## config.mk

```make
export PLATFORM = sky130hd
export DESIGN_NAME = sequence_input
export DESIGN_NICKNAME = d
export VERILOG_FILES = /design/src/rtl/seq_game_pkg.sv /design/src/rtl/rise_edge_detect.sv /design/src/rtl/sequence_input.sv
export SDC_FILE = /design/constraint.sdc
export NUM_CORES = 1
export LEC_CHECK = 0
export ABC_CLOCK_PERIOD_IN_PS = 1210
export CORE_MARGIN = 3
export CORE_UTILIZATION = 35
export CTS_BUF_LIST = sky130_fd_sc_hd__clkbuf_4
export DETAILED_ROUTE_END_ITERATION = 8
export MAX_ROUTING_LAYER = met4
export PLACE_DENSITY = 0.64
export SYNTH_ARGS = -nofsm -noshare
export SYNTH_HDL_FRONTEND = slang
export SYNTH_SLANG_ARGS = --single-unit
```

## constraint.sdc

```tcl
create_clock -name clk -period 1.21 [get_ports clk]
set_input_delay 0.1815 -clock clk [delete_from_list [all_inputs] [get_ports clk]]
set_output_delay 0.1815 -clock clk [all_outputs]
set_load 0.01 [all_outputs]
```

## src/rtl/seq_game_pkg.sv

```systemverilog
// Shared types and constants for the sequence game.
// The sequence_input capture stage uses seq_in_state_t and SEQ_LEN_DEFAULT.
package seq_game_pkg;

    localparam int SEQ_LEN_DEFAULT = 8;
    localparam int SEQ_LEN_MIN     = 2;
    localparam int SEQ_LEN_MAX     = 16;

    typedef enum logic [1:0] {
        IDLE    = 2'd0,
        COLLECT = 2'd1,
        FULL    = 2'd2
    } seq_in_state_t;

    // Width of a 0..n counter.
    function automatic int count_width(input int n);
        return (n < 1) ? 1 : $clog2(n + 1);
    endfunction

endpackage

```

## src/rtl/rise_edge_detect.sv

```systemverilog
// Single-cycle pulse on each rising edge of a debounced level input.
// Reusable for any button in the game.
module rise_edge_detect (
    input  logic clk,
    input  logic reset,
    input  logic in,
    output logic pulse
);

    logic in_q;

    // in_q resets to 0, so a level held high across reset yields one pulse after release.
    always_ff @(posedge clk) begin
        if (reset) begin
            in_q <= 1'b0;
        end else begin
            in_q <= in;
        end
    end

    assign pulse = in & ~in_q;

endmodule

```

## src/rtl/sequence_input.sv

```systemverilog
// Captures the player's guess bit by bit on enter-button presses and holds it for the checker.
// Optional idle timeout on partial guesses is compiled in with SEQ_INPUT_TIMEOUT_EN.
module sequence_input
    import seq_game_pkg::*;
#(
    parameter int SEQ_LEN        = SEQ_LEN_DEFAULT,
    parameter int TIMEOUT_CYCLES = 50_000_000,
    localparam int CW            = $clog2(SEQ_LEN + 1)
) (
    input  logic               clk,
    input  logic               reset,
    input  logic               sw,
    input  logic               btn,
    input  logic               clear,
    input  logic               ack,
    output logic [SEQ_LEN-1:0] user_sequence,
    output logic               seq_valid,
    output logic [CW-1:0]      bit_count,
    output logic               timeout
);

    // Handshake: seq_valid is held high with user_sequence stable until ack is seen
    // while valid; the guess is released on the edge that samples ack. ack without
    // seq_valid has no effect.

    seq_in_state_t      state, state_next;
    logic [SEQ_LEN-1:0] seq_next;
    logic [CW-1:0]      cnt_next;
    logic               valid_next;
    logic               timeout_next;
    logic               press;
    logic               expired;
    logic               last_bit;

    rise_edge_detect u_press (
        .clk   (clk),
        .reset (reset),
        .in    (btn),
        .pulse (press)
    );

    assign last_bit = (bit_count == CW'(SEQ_LEN - 1));

`ifdef SEQ_INPUT_TIMEOUT_EN
    localparam int TW = (TIMEOUT_CYCLES > 1) ? $clog2(TIMEOUT_CYCLES) : 1;

    logic [TW-1:0] idle_cnt, idle_cnt_next;

    assign expired = (state == COLLECT) && (idle_cnt == TW'(TIMEOUT_CYCLES - 1));

    // Counts only while staying in COLLECT without a press; anything else restarts it.
    always_comb begin
        idle_cnt_next = '0;
        if (state == COLLECT && state_next == COLLECT && !press) begin
            idle_cnt_next = idle_cnt + TW'(1);
        end
    end

    always_ff @(posedge clk) begin
        if (reset) begin
            idle_cnt <= '0;
        end else begin
            idle_cnt <= idle_cnt_next;
        end
    end
`else
    localparam int timeout_cycles_unused = TIMEOUT_CYCLES;

    assign expired = 1'b0;
`endif

    always_comb begin
        state_next   = state;
        seq_next     = user_sequence;
        cnt_next     = bit_count;
        timeout_next = 1'b0;

        if (clear) begin
            state_next = IDLE;
            seq_next   = '0;
            cnt_next   = '0;
        end else begin
            unique case (state)
                IDLE: begin
                    if (press) begin
                        seq_next   = {user_sequence[SEQ_LEN-2:0], sw};
                        cnt_next   = bit_count + CW'(1);
                        state_next = COLLECT;
                    end
                end
                COLLECT: begin
                    if (expired) begin
                        state_next   = IDLE;
                        seq_next     = '0;
                        cnt_next     = '0;
                        timeout_next = 1'b1;
                    end else if (press) begin
                        seq_next = {user_sequence[SEQ_LEN-2:0], sw};
                        cnt_next = bit_count + CW'(1);
                        if (last_bit) begin
                            state_next = FULL;
                        end
                    end
                end
                FULL: begin
                    // Presses are ignored until the consumer takes the guess.
                    if (ack) begin
                        state_next = IDLE;
                        seq_next   = '0;
                        cnt_next   = '0;
                    end
                end
                default: begin
                    state_next = IDLE;
                    seq_next   = '0;
                    cnt_next   = '0;
                end
            endcase
        end

        valid_next = (state_next == FULL);
    end

    always_ff @(posedge clk) begin
        if (reset) begin
            state         <= IDLE;
            user_sequence <= '0;
            bit_count     <= '0;
            seq_valid     <= 1'b0;
            timeout       <= 1'b0;
        end else begin
            state         <= state_next;
            user_sequence <= seq_next;
            bit_count     <= cnt_next;
            seq_valid     <= valid_next;
            timeout       <= timeout_next;
        end
    end

endmodule

```

Word-level counts from Yosys, hierarchy flattened
Index checks and enable logic that the tools add are counted.

word-level totals
  register bits after elaboration = 16
  input port bits = 6
  output and inout bits = 14

cells by class
  $add $sub $neg = 1
  eq/ne operators = 6
  muxes and demuxes = 12
  bitwise logic cells = 2
  reductions and logical operators = 4

operators by type and width
  cell                   count
  $mux W8                2
  $pmux W8 S2            1
  $mux W2                5
  $mux W4                2
  $pmux W4 S2            1
  $pmux W2 S3            1
  $add A4 B1 Y4 const B  1
  $eq A2 B2 Y1 const B   2
  $eq A4 B3 Y1 const B   1
  $reduce_or A2 Y1       2
  $eq A2 B1 Y1 const B   1
  $logic_not A2 Y1       1
  $ne A2 B1 Y1 const B   1
  $ne A2 B2 Y1 const B   1
  $reduce_and A2 Y1      1
  $and A1 B1 Y1          1
  $not A1 Y1             1

Depth between registers and ports, before layout
  depth in word-level cells = 6
  gate-level depth with buffers = 5
  gate-level depth less buffers = 4

Cells and area by module
From an unflattened synthesis, not the netlist that was laid out.

second synthesis, totals
  cell total of the unflattened synthesis = 76
  area, all modules = 698.2 um^2

modules (own cells, without submodules)
  module            times used  cells each  area an instance (um^2)
  sequence_input    1           73          650.6
  rise_edge_detect  1           3           47.5

Worst setup path after synthesis
No wires, ideal clock.

  path kind = register to register
  start point = reg state[1]
  end point = reg bit_count[3]
  library setup time = 0.070 ns
  arrival time = 1.250 ns
  data required time = 1.140 ns
  slack = -0.111 ns
  cell stages (with the launch flop) = 5
  path buffers = 1
  path through = dfxtp_1 or3b_1 clkbuf_2 or3_1 a21oi_1

on the way
  word-level cells in the longest chain between the ends = 4
  elaborated cells on any way between the ends = 8

RTL lines
  element                                           line                   RTL
  start: declaration                                sequence_input.sv:26   seq_in_state_t state, state_next;
  start signal: assignment                          sequence_input.sv:132  state <= state_next;
  $eq A2 B1 Y1 or $logic_not A2 Y1 (tied branches)  sequence_input.sv:83   unique case (state)
  $reduce_or A2 Y1 (no source line)                 --
  $ne A2 B1 Y1 (no source line)                     --
  $reduce_and A2 Y1 (no source line)                --
  end signal: assignment                            sequence_input.sv:134  bit_count <= cnt_next;
  end: declaration                                  sequence_input.sv:18   output logic [CW-1:0] bit_count,

Several ways; a longest one is shown, not always the timed one.
A chain may end at the register's enable or synchronous reset.

Worst setup path after layout
  start point = reg state[1]
  end point = reg bit_count[2]

Same word-level chain as after synthesis.

==> impl_metrics.json <==
{
  "final_hold_viol_count": 0,
  "p_clk_frac": 0.308,
  "syn_area_per_cell_um2": 8.83,
  "cts_tree": "built",
  "io_buffers": 18,
  "core_mm2": 0.00154,
  "cts.sink_count": 16,
  "yosysWarningCount": 0,
  "totalWireLength_mm": 1.35,
  "htreeDepth": 1,
  "internal_power_mw": 0.705,
  "crit_required_ns": 1.45,
  "worstReg2RegStart": "state[1]",
  "synth_area_um2": 592,
  "dieArea_mm2": 0.00222,
  "synth_seq_area_share": 0.541,
  "grt_max_degree": 10,
  "dieWidth_um": 47.1,
  "setup_ws_ns": -0.0615,
  "post-dp-hpwl_um": 912,
  "power_density_mw_per_mm2": 1040,
  "post_drt_via_cell_ratio": 5.02,
  "rsz0062_at_grt": "yes",
  "pin_count": 20,
  "grt_pass1_vias": 494,
  "grt_usage": 0.145,
  "timing.clock.skew_ns": 0.0161,
  "use_met2": 0.206,
  "rrSetupSlack_ns": -0.06,
  "path_max_fanout": 5,
  "ant_nets": 0,
  "status": "finished with violations",
  "wire_per_inst_um": 12.0,
  "comb_power_share": 0.103,
  "initial_core_util": 0.384,
  "whs_ns": 0.303,
  "dr_total_vias": 567,
  "maxCapViolCount": 0,
  "setup_viol": 2,
  "start_kind": "flip-flop",
  "antenna_found_initial": 0,
  "final_max_slew_viol_count": 0,
  "ys_seq_elements": 16,
  "dr.first_iter.drc_count": 9,
  "cts_buffer_depth": 2,
  "drive_gt1_frac": 0.196,
  "first_pass_iters": 3,
  "synthCells": 67,
  "violations": "negative setup slack",
  "switching_share": 0.230,
  "hp-class": "input pin to flip-flop",
  "dp.cells": 106,
  "clk_latency_ns": 0.29,
  "vdd_ir_drop_max_uv": 655,
  "power_leakage_nw": 0.399,
  "cts_root_buf": "clkbuf_4",
  "diodes": 0,
  "regArea_um2": 323,
  "numCtsBuffers": 3,
  "regToRegEndpoint": "bit_count[2]",
  "num_rows": 14,
  "grt_pass1_wl_mm": 2.10,
  "gp_congestion": 0.750,
  "postCtsHoldBufs": 0,
  "seq_power_share": 0.589,
  "critPathArrivalTime_ns": 1.51,
  "fillers": 150,
  "grtUsageMet1": 0.164,
  "fin_nets": 105,
  "end_kind": "flip-flop",
  "reg2regPathDepth": 3,
  "finalCritPeriodShare": 1.05,
  "worstSetupEndpoint": "bit_count[2]",
  "die_y_um": 47.1,
  "clk_pin_slew_ns": 0.10,
  "ys_types": 19,
  "globalRoute.totalOverflow": 0,
  "area_growth_pct": 49.5,
  "fin_crit_ns": 1.27,
  "syn-num-nets": 74,
  "use_met3": 0.0690,
  "switching_power_mw": 0.210,
  "critical_path.startpoint": "state[1]",
  "fmax_mhz": 786,
  "fin_cells": 113,
  "busiest_layer": "met2",
  "drc": 0,
  "crit_type": "flip-flop to flip-flop",
  "multiInputGateArea_um2": 265
}
## metal layers
layer,share of wire,wire [um],vias to the layer above
met4,0.018,25,0
met2,0.43,588,17
met3,0.063,85,4
met5,0,0,-
li1,-,-,298
met1,0.48,653,248
## critical path, cell delays in order (launching register included)
cell and delay [ns]:
dfxtp_2 0.34, or3b_4 0.42, or3_1 0.33, a21oi_2 0.12
## cells in the mapped netlist, drive strengths merged
master / instances / area [um2]
clkbuf: 3 / 12.5
ha: 1 / 12.5
nand4: 2 / 12.5
dfxtp: 16 / 320
nand3: 1 / 5.00
nor2b: 3 / 18.8
conb: 1 / 3.75
nor4bb: 1 / 10.0
buf: 1 / 7.51
or3b: 1 / 8.76
a21oi: 4 / 20.0
inv: 1 / 3.75
nand2: 14 / 52.6
o21ai: 3 / 15.0
nor2: 3 / 11.3
or3: 2 / 12.5
o41ai: 1 / 8.76
o22ai: 9 / 56.3
## layout make-up
cell class              instances  area share
clock buffers                   3      0.0255
repair buffers                 29       0.279
inverters                       1     0.00424
well taps                      16      0.0226
multi-input cells              47       0.300
flip-flops and latches         16       0.365
clock inverters                 1     0.00424
## logic make-up (layout without fill, tap and decap cells)
family,Yosys count,after routing,share of synthesized area
and+or+nand+nor,27,28,0.222
AOI/OAI and AO/OA,17,17,0.169
DFF,16,16,0.541
buffers and inverters,5,34,0.0402
adders and majority gates,1,1,0.0211
other,1,1,0.00634
## sequential cells by signal, indices dropped and copies added (netlist names)
name,count
bit_count,4
seq_valid,1
state,2
u_press.in_q,1
user_sequence,8
## power groups by stage
stage	clock, mW	sequential (mW)	combinational (mW)
global placement	0	0.550	0.0871
global route	0.319	0.540	0.104
finish	0.282	0.539	0.0940
floorplan	0	0.551	0.0389
detailed placement	0	0.551	0.0869
CTS	0.302	0.539	0.0880
## repair_timing
action                     4_1_cts  5_1_grt
gates resized for setup         17        2
setup endpoints to repair       25       12
buffers inserted                 0        1
cloned                           0        2
pin swaps                        1        2
## metrics by stage
step	setup WS [ns]	setup TNS, ns	power, mW	utilization	instance area, um2
2_1_floorplan	-0.0346	-0.0713	0.590	-	597
3_3_place_gp	-0.426	-4.76	0.637	0.545	841
3_5_place_dp	-0.456	-4.89	0.638	0.545	841
4_1_cts	-0.0914	-0.146	0.928	0.556	857
5_1_grt	-0.103	-0.327	0.964	0.574	885
6_report	-0.0615	-0.0966	0.916	0.574	885
## worst min path at each step
stage	startpoint	endpoint	slack, ns	cells past startpoint
after floorplan	reset	u_press.in_q	0.25	1
after global placement	state[1]	state[0]	0.43	1
after detailed placement	state[1]	state[0]	0.43	1
after CTS	btn	u_press.in_q	0.25	2
after global routing	btn	u_press.in_q	0.32	2
final	btn	u_press.in_q	0.30	2
## layout by cell type, fill, tap and decap left out, drive strengths merged
cell type and instances:
conb 1, nand3 1, clkdlybuf4s50 4, dfxtp 16
nand4 2, clkbuf 3, inv 1, o21ai 3
buf 11, o41ai 1, or3b 2, ha 1
nor2b 3, nor4bb 1, a21oi 4, nand2 14
o22ai 9, or3 2, nor2 3, clkinv 1
dlygate4sd2 14
(Power assumes the default switching activity.)
